--- src/rtl/channel_sidereplay_pkg.sv ---
// Shared definitions for the channel replay side: FIFO word layout helpers
// and the output-stage state encoding.
package rr_replay_pkg;

  // Metadata bits carried above the payload in each recorded FIFO word.
  localparam int REC_META_BITS = 2;

  // Bit position of the ispkt flag in a {ispkt, busy, data} FIFO word.
  function automatic int rec_ispkt_pos(input int width);
    return width + 1;
  endfunction

  // Bit position of the busy flag in a {ispkt, busy, data} FIFO word.
  function automatic int rec_busy_pos(input int width);
    return width;
  endfunction

  // Output-stage state: SEND means a replayed packet is waiting for acceptance.
  typedef enum logic {
    ST_IDLE = 1'b0,
    ST_SEND = 1'b1
  } rep_state_e;

endpackage

--- src/rtl/channel_sidereplay_out_reg.sv ---
// Holding register for one replayed packet with a valid/ready handshake,
// plus a wrapping count of completed handshakes.
module replay_out_reg
  import rr_replay_pkg::*;
#(
  parameter int WIDTH     = 32,
  parameter int CNT_WIDTH = 32
) (
  input  logic                 clk,
  input  logic                 rst_n,
  input  logic                 i_load,
  input  logic [WIDTH-1:0]     i_data,
  input  logic                 i_ready,
  output logic                 o_valid,
  output logic [WIDTH-1:0]     o_data,
  output logic [CNT_WIDTH-1:0] o_cnt
);

  rep_state_e           r_state;
  rep_state_e           w_state_nxt;
  logic [WIDTH-1:0]     r_data;
  logic [CNT_WIDTH-1:0] r_cnt;
  logic                 w_fire;

  assign w_fire = (r_state == ST_SEND) && i_ready;

  // State register; reset drops any outstanding packet immediately.
  always_ff @(posedge clk or negedge rst_n) begin
    // NOTE: sequential state uses non-blocking assignments so every register
    // samples pre-edge values regardless of statement order.
    if (!rst_n) r_state <= ST_IDLE;
    else        r_state <= w_state_nxt;
  end

  // Next-state: load only from IDLE, leave SEND only on acceptance.
  always_comb begin
    // NOTE: the default assignment first keeps this block free of latches.
    w_state_nxt = r_state;
    case (r_state)
      ST_IDLE: if (i_load)  w_state_nxt = ST_SEND;
      ST_SEND: if (i_ready) w_state_nxt = ST_IDLE;
      default:              w_state_nxt = ST_IDLE;
    endcase
  end

  // Payload capture; held stable for the whole SEND period.
  always_ff @(posedge clk or negedge rst_n) begin
    if (!rst_n)                            r_data <= '0;
    else if (i_load && r_state == ST_IDLE) r_data <= i_data;
  end

  // Completed-handshake counter, wraps naturally.
  always_ff @(posedge clk or negedge rst_n) begin
    if (!rst_n)      r_cnt <= '0;
    else if (w_fire) r_cnt <= r_cnt + CNT_WIDTH'(1);
  end

  assign o_valid = (r_state == ST_SEND);
  assign o_data  = r_data;
  assign o_cnt   = r_cnt;

endmodule

--- src/rtl/channel_sidereplay.sv ---
// Replay side of one recorded channel: pops {ispkt, busy, data} entries from
// the replay FIFO under the global row-advance handshake and re-issues packets.
// Optional stall counter enabled by defining FPGARR_REPLAY_STALL_CNT_EN.
module channel_sidereplay
  import rr_replay_pkg::*;
#(
  parameter int WIDTH     = 32,
  parameter int CNT_WIDTH = 32
) (
  input  logic                 clk,
  input  logic                 rst_n,
  input  logic                 rep_valid,
  input  logic                 rep_ispkt,
  input  logic                 rep_busy,
  input  logic [WIDTH-1:0]     rep_data,
  output logic                 rep_ready,
  output logic                 row_ok,
  input  logic                 row_go,
  output logic                 out_valid,
  output logic [WIDTH-1:0]     out_data,
  input  logic                 out_ready,
  output logic                 idle,
  output logic [CNT_WIDTH-1:0] pkt_cnt,
  output logic                 err_proto,
  output logic [CNT_WIDTH-1:0] stall_cnt
);

  logic w_out_valid;
  logic w_busy_eff;
  logic w_row_ok;
  logic w_pop;
  logic w_load;
  logic w_bad_row_go;
  logic w_bad_entry;
  logic r_err_proto;

  // A packet entry is never legitimately busy; such an entry is treated as busy=0.
  assign w_busy_eff = rep_busy && !rep_ispkt;

  // Only the registered valid is used, so a completion unblocks a busy=0
  // row one cycle later, matching how the recorder observed it.
  assign w_row_ok = rep_valid && (!w_out_valid || w_busy_eff);
  assign w_pop    = row_go && w_row_ok;
  assign w_load   = w_pop && rep_ispkt;

  assign w_bad_row_go = row_go && rep_valid && !w_row_ok;
  assign w_bad_entry  = rep_valid && rep_ispkt && rep_busy;

  replay_out_reg #(
    .WIDTH     (WIDTH),
    .CNT_WIDTH (CNT_WIDTH)
  ) u_out_reg (
    .clk     (clk),
    .rst_n   (rst_n),
    .i_load  (w_load),
    .i_data  (rep_data),
    .i_ready (out_ready),
    .o_valid (w_out_valid),
    .o_data  (out_data),
    .o_cnt   (pkt_cnt)
  );

  // Sticky protocol-error flag, cleared only by reset.
  always_ff @(posedge clk or negedge rst_n) begin
    if (!rst_n)                           r_err_proto <= 1'b0;
    else if (w_bad_row_go || w_bad_entry) r_err_proto <= 1'b1;
  end

`ifdef FPGARR_REPLAY_STALL_CNT_EN
  logic [CNT_WIDTH-1:0] r_stall_cnt;

  // Saturating count of cycles where a head entry is present but blocked.
  always_ff @(posedge clk or negedge rst_n) begin
    if (!rst_n)
      r_stall_cnt <= '0;
    else if (rep_valid && !w_row_ok && (r_stall_cnt != '1))
      r_stall_cnt <= r_stall_cnt + CNT_WIDTH'(1);
  end

  assign stall_cnt = r_stall_cnt;
`else
  assign stall_cnt = '0;
`endif

  assign rep_ready = w_pop;
  assign row_ok    = w_row_ok;
  assign out_valid = w_out_valid;
  assign idle      = !w_out_valid;
  assign err_proto = r_err_proto;

  // Output-stage view used by the handshake properties below.
  rep_state_e w_state;
  assign w_state = rep_state_e'(w_out_valid);

  // A stalled packet stays valid with unchanged payload.
  a_hold_stable: assert property (@(posedge clk) disable iff (!rst_n)
    (w_state == ST_SEND && !out_ready) |=> (w_state == ST_SEND && $stable(out_data)));

  // A new packet is only loaded while the output stage is empty.
  a_load_idle: assert property (@(posedge clk) disable iff (!rst_n)
    w_load |-> (w_state == ST_IDLE));

endmodule

--- config.mk ---
export PLATFORM = sky130hd
export DESIGN_NAME = channel_sidereplay
export DESIGN_NICKNAME = d
export VERILOG_FILES = /design/src/rtl/channel_sidereplay_pkg.sv /design/src/rtl/channel_sidereplay_out_reg.sv /design/src/rtl/channel_sidereplay.sv
export SDC_FILE = /design/constraint.sdc
export NUM_CORES = 1
export LEC_CHECK = 0
export CAP_MARGIN = 40
export CORE_MARGIN = 2
export CORE_UTILIZATION = 44
export CTS_CLUSTER_DIAMETER = 150
export CTS_CLUSTER_SIZE = 25
export DETAILED_ROUTE_END_ITERATION = 16
export PLACE_DENSITY = 0.85
export RECOVER_POWER = 50
export SLEW_MARGIN = 20
export SYNTH_ARGS = -nofsm -noshare
export SYNTH_HDL_FRONTEND = slang
export SYNTH_SLANG_ARGS = --single-unit
--- constraint.sdc ---
create_clock -name clk -period 3.4 [get_ports clk]
set_input_delay 1.02 -clock clk [delete_from_list [all_inputs] [get_ports clk]]
set_output_delay 1.02 -clock clk [all_outputs]
set_load 0.02 [all_outputs]
[After elaboration in Yosys (flattened, before gate mapping)]
Cells that the tools add are included.
Widths: inputs -> output; s select.
Cells by class
  $add $sub $neg: 1
  multipliers: 0
  divide/modulo/power cells: 0
  $lt $le $gt $ge: 0
  equal/unequal tests: 0
  shift operators: 0
  multiplexer cells: 3
  bitwise operators: 1
  reduce and logical (&&, ||, !) cells: 15
Operators by type and width (number)
  $add 32x1->32 const B: 1
  $logic_and 1x1->1: 10
  $logic_not 1->1: 3
  $logic_or 1x1->1: 2
  $mux 1: 2
  $pmux 1 s2: 1
  $not 1->1: 1
Storage, ports and cells
  flip-flop bits (word level): 66
  bits in latches: 0
  memory bits (writable): 0
  memory bits (read-only): 0
  output and inout port bits: 101
  memories: 0

[Logic depth before layout (Yosys ltp)]
Gate-level depths: netlist of run 1.
  word-level depth: 8
  depth in mapped cells: 6
  gate-level depth less buffers: 5

[By module]
Synthesis of run 1 repeated with hierarchy kept, for this count alone.
Unflattened totals
  cells, all modules: 242
  area total of the unflattened synthesis: 3046.7 µm²
By module, submodules not included
  replay_out_reg: times used 1, cells each 199, area each 2718.9 µm²
  channel_sidereplay: times used 1, cells each 43, area each 327.8 µm²

[Least setup slack after synthesis of run 1]
Ideal clock, no wire load.
  path kind: input-to-output
  start point: in rep_ispkt
  end point: out rep_ready
  data arrival time: 2017 ps
  required time: 2380 ps
  slack: 363 ps
  stages: 3
  cells stage by stage: nand2b_1 a21boi_0 and2_1
On the way
  longest elaborated chain between the ends: 5
RTL lines
  start: declaration: RTL line channel_sidereplay.sv:13  | input logic rep_ispkt,
  $logic_not 1->1: RTL line channel_sidereplay.sv:38  | assign w_busy_eff = rep_busy && !rep_ispkt;
  $logic_and 1x1->1: RTL line channel_sidereplay.sv:38
  $logic_or 1x1->1: RTL line channel_sidereplay.sv:42  | assign w_row_ok = rep_valid && (!w_out_valid || w_busy_eff);
  $logic_and 1x1->1: RTL line channel_sidereplay.sv:42
  via row_ok: RTL line channel_sidereplay.sv:17  | output logic row_ok,
  $logic_and 1x1->1: RTL line channel_sidereplay.sv:43  | assign w_pop = row_go && w_row_ok;
  end: declaration: RTL line channel_sidereplay.sv:16  | output logic rep_ready,
The timed path passes the listed nets, and every way through them passes these cells.

[Worst setup path after layout of run 1]
  start point: in rep_valid
  end point: out rep_ready
On the way
  longest elaborated chain between the ends: 2
RTL lines
  start: declaration: RTL line channel_sidereplay.sv:12  | input logic rep_valid,
  $logic_and 1x1->1: RTL line channel_sidereplay.sv:42
  $logic_and 1x1->1: RTL line channel_sidereplay.sv:43
Every way passes these cells.

==> results of run 1 <==
[kinds of logic (layout without fill, tap and decap cells)]
kind of cell    after synthesis  count (layout)  synth area share, %
simple gates                 61              61                11.78
compound gates                4               4               0.8420
mux                          33              33                12.50
other cells                   1              32               0.1261
flops                        66              66                55.56
buf+inv                      42             135                9.638
fa+ha+maj                     1               1               0.4208
xor+xnor                     31              31                9.133
[state kept, by name, indices dropped and copies added (netlist names)]
| name | flops |
|---|---|
| u_out_reg.o_valid | 1 |
| err_proto | 1 |
| u_out_reg.o_data | 32 |
| u_out_reg.o_cnt | 32 |
[how the worst max path moves through the flow]
stage | slack (ns) | endpoint | cells past startpoint
2_1_floorplan | 0.36 | rep_ready | 3
3_3_place_gp | -0.11 | rep_ready | 5
3_5_place_dp | -0.20 | rep_ready | 5
4_1_cts | 0.1 | rep_ready | 5
5_1_grt | 0.03 | rep_ready | 4
6_report | 0.11 | rep_ready | 4
[critical path, cell delays in order]
cell                            delay, ns
sky130_fd_sc_hd__dlygate4sd3_1       0.56
sky130_fd_sc_hd__a21boi_1            0.20
sky130_fd_sc_hd__and2_1              0.15
sky130_fd_sc_hd__dlygate4sd2_1       0.33
[routing by layer]
| metal | routed length [um] | global-route usage, % | vias up |
|---|---|---|---|
| met2 | 3383 | 30.51 | 83 |
| met4 | 134 | 7.244 | 0 |
| met1 | 2598 | 21.33 | 1041 |
| li1 | - | - | 984 |
| met3 | 362 | 5.429 | 12 |
| met5 | 0 | 0 | - |
[synthesized netlist by cell type (all sizes together) (2+ instances only)]
cell type / count
mux2: 33
o21ai: 2
nand2: 12
dfrtp: 66
xnor2: 24
nor2: 6
nand4: 12
and3: 5
nand3: 15
nor3: 5
inv: 5
nor4: 3
buf: 37
xor2: 7
[stage by stage]
stage	area, sq um	instances
after floorplan	3089	270
after global placement	4055	424
after detailed placement	4055	424
after CTS	4238	440
after global routing	4209	440
final	4209	440
[power by group through the flow]
stage	clock network [mW]	logic (mW)	registers, mW
finish	0.625	0.635	0.974
global route	0.681	0.672	0.990
CTS	0.642	0.648	0.974
detailed placement	0	0.647	0.987
global placement	0	0.630	0.980
floorplan	0	0.189	1.13
[final cells by class]
class                           count  area, sq um
Clock inverter                      6        57.56
Tap cell                           77        96.34
Sequential cell                    66         1652
Timing Repair Buffer              114         1106
Inverter                            5        18.77
Fill cell                         546         2250
Multi-Input combinational cell    162         1151
Clock buffer                       10        127.6
[timing repair]
action                                  4_1_cts  5_1_grt
endpoints found under the setup margin        2        1
cloned                                        0        0
hold buffers                                  0        0
resized for setup                             2        1
setup buffers                                 0        0
==> results.txt, run 1 <==
TritonCTS built the clock tree. At the later pin of the worst-skew pair, clock insertion delay measures 0.34 ns. Of the available clock period, the critical path in the final layout requires 96.72%. The horizontal die dimension came out at 86.20 um. The worst setup path category is in2out. The final global-route overflow total came out at 0. For the pin with the worst max-slew slack, the measured transition is 1.458 ns. Compared with the post-synthesis result, the final layout area differs by 41.58%. The worst slew margin relative to its limit came out at 2.806%. The share of flip-flops with an asynchronous set or reset came out at 100.0%.

The critical path arrival came out at 2.27 ns. The detailed-route DRC error count came out at 0. The cell leakage power came out at 1.875 nW. Of the total power, registers draw 43.6%.

Along the worst path, the maximum fanout reaches 2. Before CTS, the worst setup slack after placement is -0.1957 ns. The start point of the critical path is rep_valid. The path depth of the worst reg2reg path is 4. Dividing the synthesized area by the synthesized cell count gives 12.44 sq um. The number of flip-flops and latches in the synthesized netlist is 66.

The cell count after synthesis is 239. The endpoint kind of the worst setup timing path is a primary output. Counting instances, the worst hold path has a depth of 1. The total number of vias came out at 2,120. The count of cell types in the netlist came out at 26. For this design the top-level I/O count stands at 140.

The final standard cell utilization of the core came out at 65.17%. Across the routed clock network, the largest skew measured is 0.01078 ns. Across the VDD grid, the largest voltage drop is 0.4781 mV. The final setup violation count came out at 0.

TritonCTS created 9 clock buffers. The number of max-slew violations in the final report came out at 0. The power after layout came out at 2.234 mW.

The first global-routing pass estimated 10.29 mm of wire. The master cell of the clock root buffer is sky130_fd_sc_hd__clkbuf_8. The net switching power is 673.9 uW. Net switching is 30.16% of the power.

The power share of the clock group came out at 28.0%. Hold is met by 0.4579 ns. The worst-case clock buffer depth came out at 2. The number of sinks driven by the clock tree came out at 66.

The endpoint of the worst hold path is err_proto. The flow ran to the end, and the final reports show no timing, DRC or antenna violations. The area of the core region is 6459 sq um.

The clock period minus worst slack came out at 3.288 ns. Before antenna repair, the detailed router went through 4 iterations. The worst hold path begins at err_proto. The clock-pin transition on the worst setup and hold timing paths is 0.07 ns.

The initial antenna violation count was 0. Leaving out fill and tap cells, the most frequent cell in the layout is sky130_fd_sc_hd__clkdlybuf4s50_1. The path class of the tightest hold or removal check is reg2reg. The maximum number of pins on one net before global-route repair is 40. Sorting the synthesized cells by area gives the leading types as sky130_fd_sc_hd__dfrtp_1 56%, sky130_fd_sc_hd__mux2_2 13%, sky130_fd_sc_hd__buf_4 8.3%.

The synthesized netlist occupies a cell area of 2973 sq um. The violation count after the first detailed-routing iteration came out at 45. The number of enable-type register cells in the synthesized netlist is 0.

The fraction of synthesized cell area taken by the top area cell type came out at 55.56%. The count of buffers from port buffering came out at 107. Setup repair after global routing left no endpoint under its margin. Summed over all instances, the cell type with the most area after synthesis is sky130_fd_sc_hd__dfrtp_1.

The element type at the critical path start is an input pin. The dominant synthesized flop cell is sky130_fd_sc_hd__dfrtp_1. The repair_antennas step left the layout with diodes totalling 0. Cells with a size suffix above 1 make up 15.98% of the layout. The post-synthesis sequential area ratio is 55.56%. The number of violations of the max-capacitance limit is 0. The wire-length estimate of the detail-placed layout is 4.777 mm. The post-route worst setup slack came out at 0.1115 ns.

The row count came out at 29. The Yosys step of the flow raised 0 warnings. Derived from the worst setup path, the maximum achievable clock frequency is 0.3041 GHz.

The overall die height came out at 86.20 um. The startpoint identified for the worst register-to-register timing path is u_out_reg.o_valid. The part of the total power dissipated in combinational logic came out at 28.4%. The global-route total usage across every layer is 17.95%. The depth of the CTS H-tree is 3.

Dividing total power by cell area gives a power density of 530.9 nW/um^2. Across all register-to-register paths, the minimum setup slack is 1.51 ns. The layout net count is 398. In this run the critical register-to-register path is captured at u_out_reg.o_data[15]. The final sum of negative setup slack is 0 ns. The full die area is 7430 sq um.

The sum of routed wire length over all layers is 6.478 mm. The starting density of the core is 46.03%. The internal power contribution came out at 1.560 mW.

The final hold violation count came out at 0. The number of vias per cell came out at 4.818. The average detailed-routed wire length per instance is 14.72 um. In this run the remaining antenna-violating nets after routing total 0.

The via count of the first global-routing pass came out at 2,157. The data required time of the worst path came out at 2.38 ns. The top cell types in the final layout, fill and taps aside, are 102 x sky130_fd_sc_hd__clkdlybuf4s50_1, 66 x sky130_fd_sc_hd__dfrtp_1, 33 x sky130_fd_sc_hd__mux2_2, 32 x sky130_fd_sc_hd__conb_1, 24 x sky130_fd_sc_hd__xnor2_1. The congestion estimate from routability-driven global placement came to 0.7368.
Note: power is estimated with default switching activity, not from simulation.
==> run 2: changes to the inputs <==
PLACE_DENSITY = 0.89   (was 0.85)
TNS_END_PERCENT = 30   (was unset)
==> run 2 against run 1 <==
Critical path type unchanged. First-iteration DRC count grew 6.7%. Clock power shrank 9.1%. Critical endpoint unchanged. Worst setup slack lost 0.0086 ns. Final cell count shrank 0.45%. Sequential share of layout area grew 0.19 points. Cell area shrank 0.48%. The flow now finishes with violations (capacitance limit, slew limit). Clock skew shrank 0.0016 ns. Routed wire length shrank 2.1%. Via count grew 0.71%. Die area is the same. Clock-buffer cell count grew 2. Flip-flop and latch count is the same.
==> results.txt, run 2 (synthesis gave the netlist of run 1 again) <==
The clock-pin transition on the worst setup and hold timing paths came out at 0.07 ns. The final setup violation count came out at 0. The class of the tightest hold or removal check is reg2reg. The internal power contribution is 1.523 mW.

By startpoint and endpoint, the worst setup path is classified as in2out. The post-detailed-placement half-perimeter wirelength came out at 4.719 mm. The part of the total power dissipated in combinational logic came out at 29.2%.

The multi-input combinational cells in the finished layout cover a total of 1157 sq um. For the pin with the worst max-slew slack, the measured transition is 1.535 ns. The worst slew margin relative to its limit came out at -2.333%. The die covers 7430 sq um. The initial antenna violation count is 0.

The total placed instance area is 4048 sq um. The critical path goes through clkdlybuf4s50_1 -> nand2b_1 -> a21boi_1 -> and2_1 -> dlygate4sd2_1. The total number of vias came out at 2,135. The count of antenna-violating nets left after detailed routing is 0. The antenna diode count came out at 0. TritonCTS built the clock tree.

The region available for standard cell placement spans 6459 sq um. Leaving out fill and tap cells, the most frequent cells in the layout are 103 x sky130_fd_sc_hd__clkdlybuf4s50_1, 66 x sky130_fd_sc_hd__dfrtp_1, 33 x sky130_fd_sc_hd__mux2_2, 32 x sky130_fd_sc_hd__conb_1, 24 x sky130_fd_sc_hd__xnor2_1. The worst-case clock buffer depth came out at 2. The clock tree skew after final layout came out at 0.009214 ns. The power density over the cells is 519.7 nW/um^2. The layout filler cell count is 506. The worst voltage drop across the vdd grid came out at 0.3422 mV. The endpoint kind of the worst setup timing path is a primary output. The final hold violation count is 0. The sequential share of power came out at 44.7%. On the critical path the largest part of the delay comes from buffers and inverters. Setup repair after global routing left no endpoint under its margin. The depth of the CTS H-tree is 3. The critical path's slowest cell is sky130_fd_sc_hd__clkdlybuf4s50_1. The number of buffers created by CTS is 9. Summed over all nets, the switching power comes to 653.9 uW.

The post-route worst setup slack is 0.1029 ns. The data required time of the worst path came out at 2.38 ns. The first detailed-routing pass ran for 4 iterations. In this run, the clock network consumes 26.1% of the power. The post-route netlist has 15.51% of its cells at a drive strength greater than 1. The horizontal die dimension came out at 86.20 um. The checks that failed: capacitance limit, slew limit.

The final sum of negative setup slack came out at 0 ns. For this run the aggregate overflow at the end of global routing stands at 0. The element type at the critical path start is an input pin. The number of vias per cell came out at 4.874.

The cell leakage power is 1.863 nW. The post-placement setup slack is -0.2569 ns. The overall die height is 86.20 um. During placement, the flow inserted port buffers numbering 107. The maximum number of pins on one net before global-route repair came out at 38.

The combined buffer and inverter count along the critical path is 2. The layout net count is 397. The first global-routing pass estimated 10.24 mm of wire. The starting density of the core is 46.03%. Data arrives at the worst endpoint at 2.28 ns.

The global-route total usage across every layer is 17.47%. The clock period could shrink to 3.297 ns. The final instance area came out at 4189 sq um.

In the finished design, the share of the clock period the worst path needs comes to 96.97%. The delay of the slowest cell on the worst path came out at 0.50 ns. The via count of the first global-routing pass is 2,145.

Max-cap violations in this run came to 1. The violation count after the first detailed-routing iteration is 48. Static timing analysis puts the maximum clock frequency at 0.3033 GHz. The clock latency on the worst-skew pair is 0.32 ns. The biggest fanout along the worst timing path is 3. The tree is rooted in a sky130_fd_sc_hd__clkbuf_8. The sequential standard cell area is 1652 sq um. The global placer's final weighted congestion came out at 0.7503. CTS saw 66 sinks. The share of total power consumed by net switching is 30.03%. Leaving out fill and tap cells, the most frequent cell in the layout is sky130_fd_sc_hd__clkdlybuf4s50_1. For this block, the routed nets add up to 6.339 mm of wire. The number of ports placed on the die boundary is 140.

The flow ran to the end, but the final reports show violations. The row count is 29. In the final routed layout, each cell accounts on average for 14.47 um.

The area growth from synthesis to layout is 40.91%. The number of max-slew violations in the final report is 31. The detailed-route DRC error count is 0.
-- run 2: worst paths after layout --
check	start	end	slack (ns)	cells past startpoint
max	rep_busy	rep_ready	0.10	5
min in group asynchronous	rst_n	u_out_reg.o_data[26]	1.06	1
max reg2reg	u_out_reg.o_valid	u_out_reg.o_cnt[15]	1.46	5
min	err_proto	err_proto	0.46	1
max in group asynchronous	rst_n	u_out_reg.o_cnt[8]	0.70	2
min reg2reg	err_proto	err_proto	0.46	1
-- run 2: stage by stage --
| step | power, mW | hold slack [ns] | util (%) | instances |
|---|---|---|---|---|
| 2_1_floorplan | 1.316 | 0.5654 | - | 270 |
| 5_1_grt | 2.279 | 0.4877 | 64.86 | 438 |
| 6_report | 2.177 | 0.4645 | 64.86 | 438 |
| 3_3_place_gp | 1.610 | 0.4424 | 62.67 | 423 |
| 3_5_place_dp | 1.634 | 0.4490 | 62.67 | 423 |
| 4_1_cts | 2.207 | 0.4655 | 65.27 | 438 |
-- run 2: area by class of cell --
cell class	instances	area share, %
sequential	66	39.43
inverter	5	0.4480
timing repair buffer	113	26.13
clock buffer	12	3.704
tap	77	2.300
multi-input combinational	162	27.63
clock inverter	3	0.3584
-- run 2: repair_timing --
action,CTS,global route
setup buffers,0,0
hold buffers,0,0
endpoints found under the hold margin,0,0
endpoints found under the setup margin,2,1
gates resized for setup,2,1
-- run 2: routing by layer --
metal  global-route usage (%)  up-vias  routed length (um)
met5                        0        -                   0
met4                    6.534        0                 117
met3                    4.000       13                 351
met2                    30.51       79                3352
met1                    21.14     1058                2517
li1                         -      985                   -
-- run 2: power by group through the flow --
stage / sequential [mW] / clock, mW / combinational, mW
floorplan: 1.13 / 0 / 0.189
global placement: 0.980 / 0 / 0.630
detailed placement: 0.990 / 0 / 0.644
CTS: 0.976 / 0.586 / 0.645
global route: 0.988 / 0.621 / 0.669
finish: 0.974 / 0.568 / 0.635
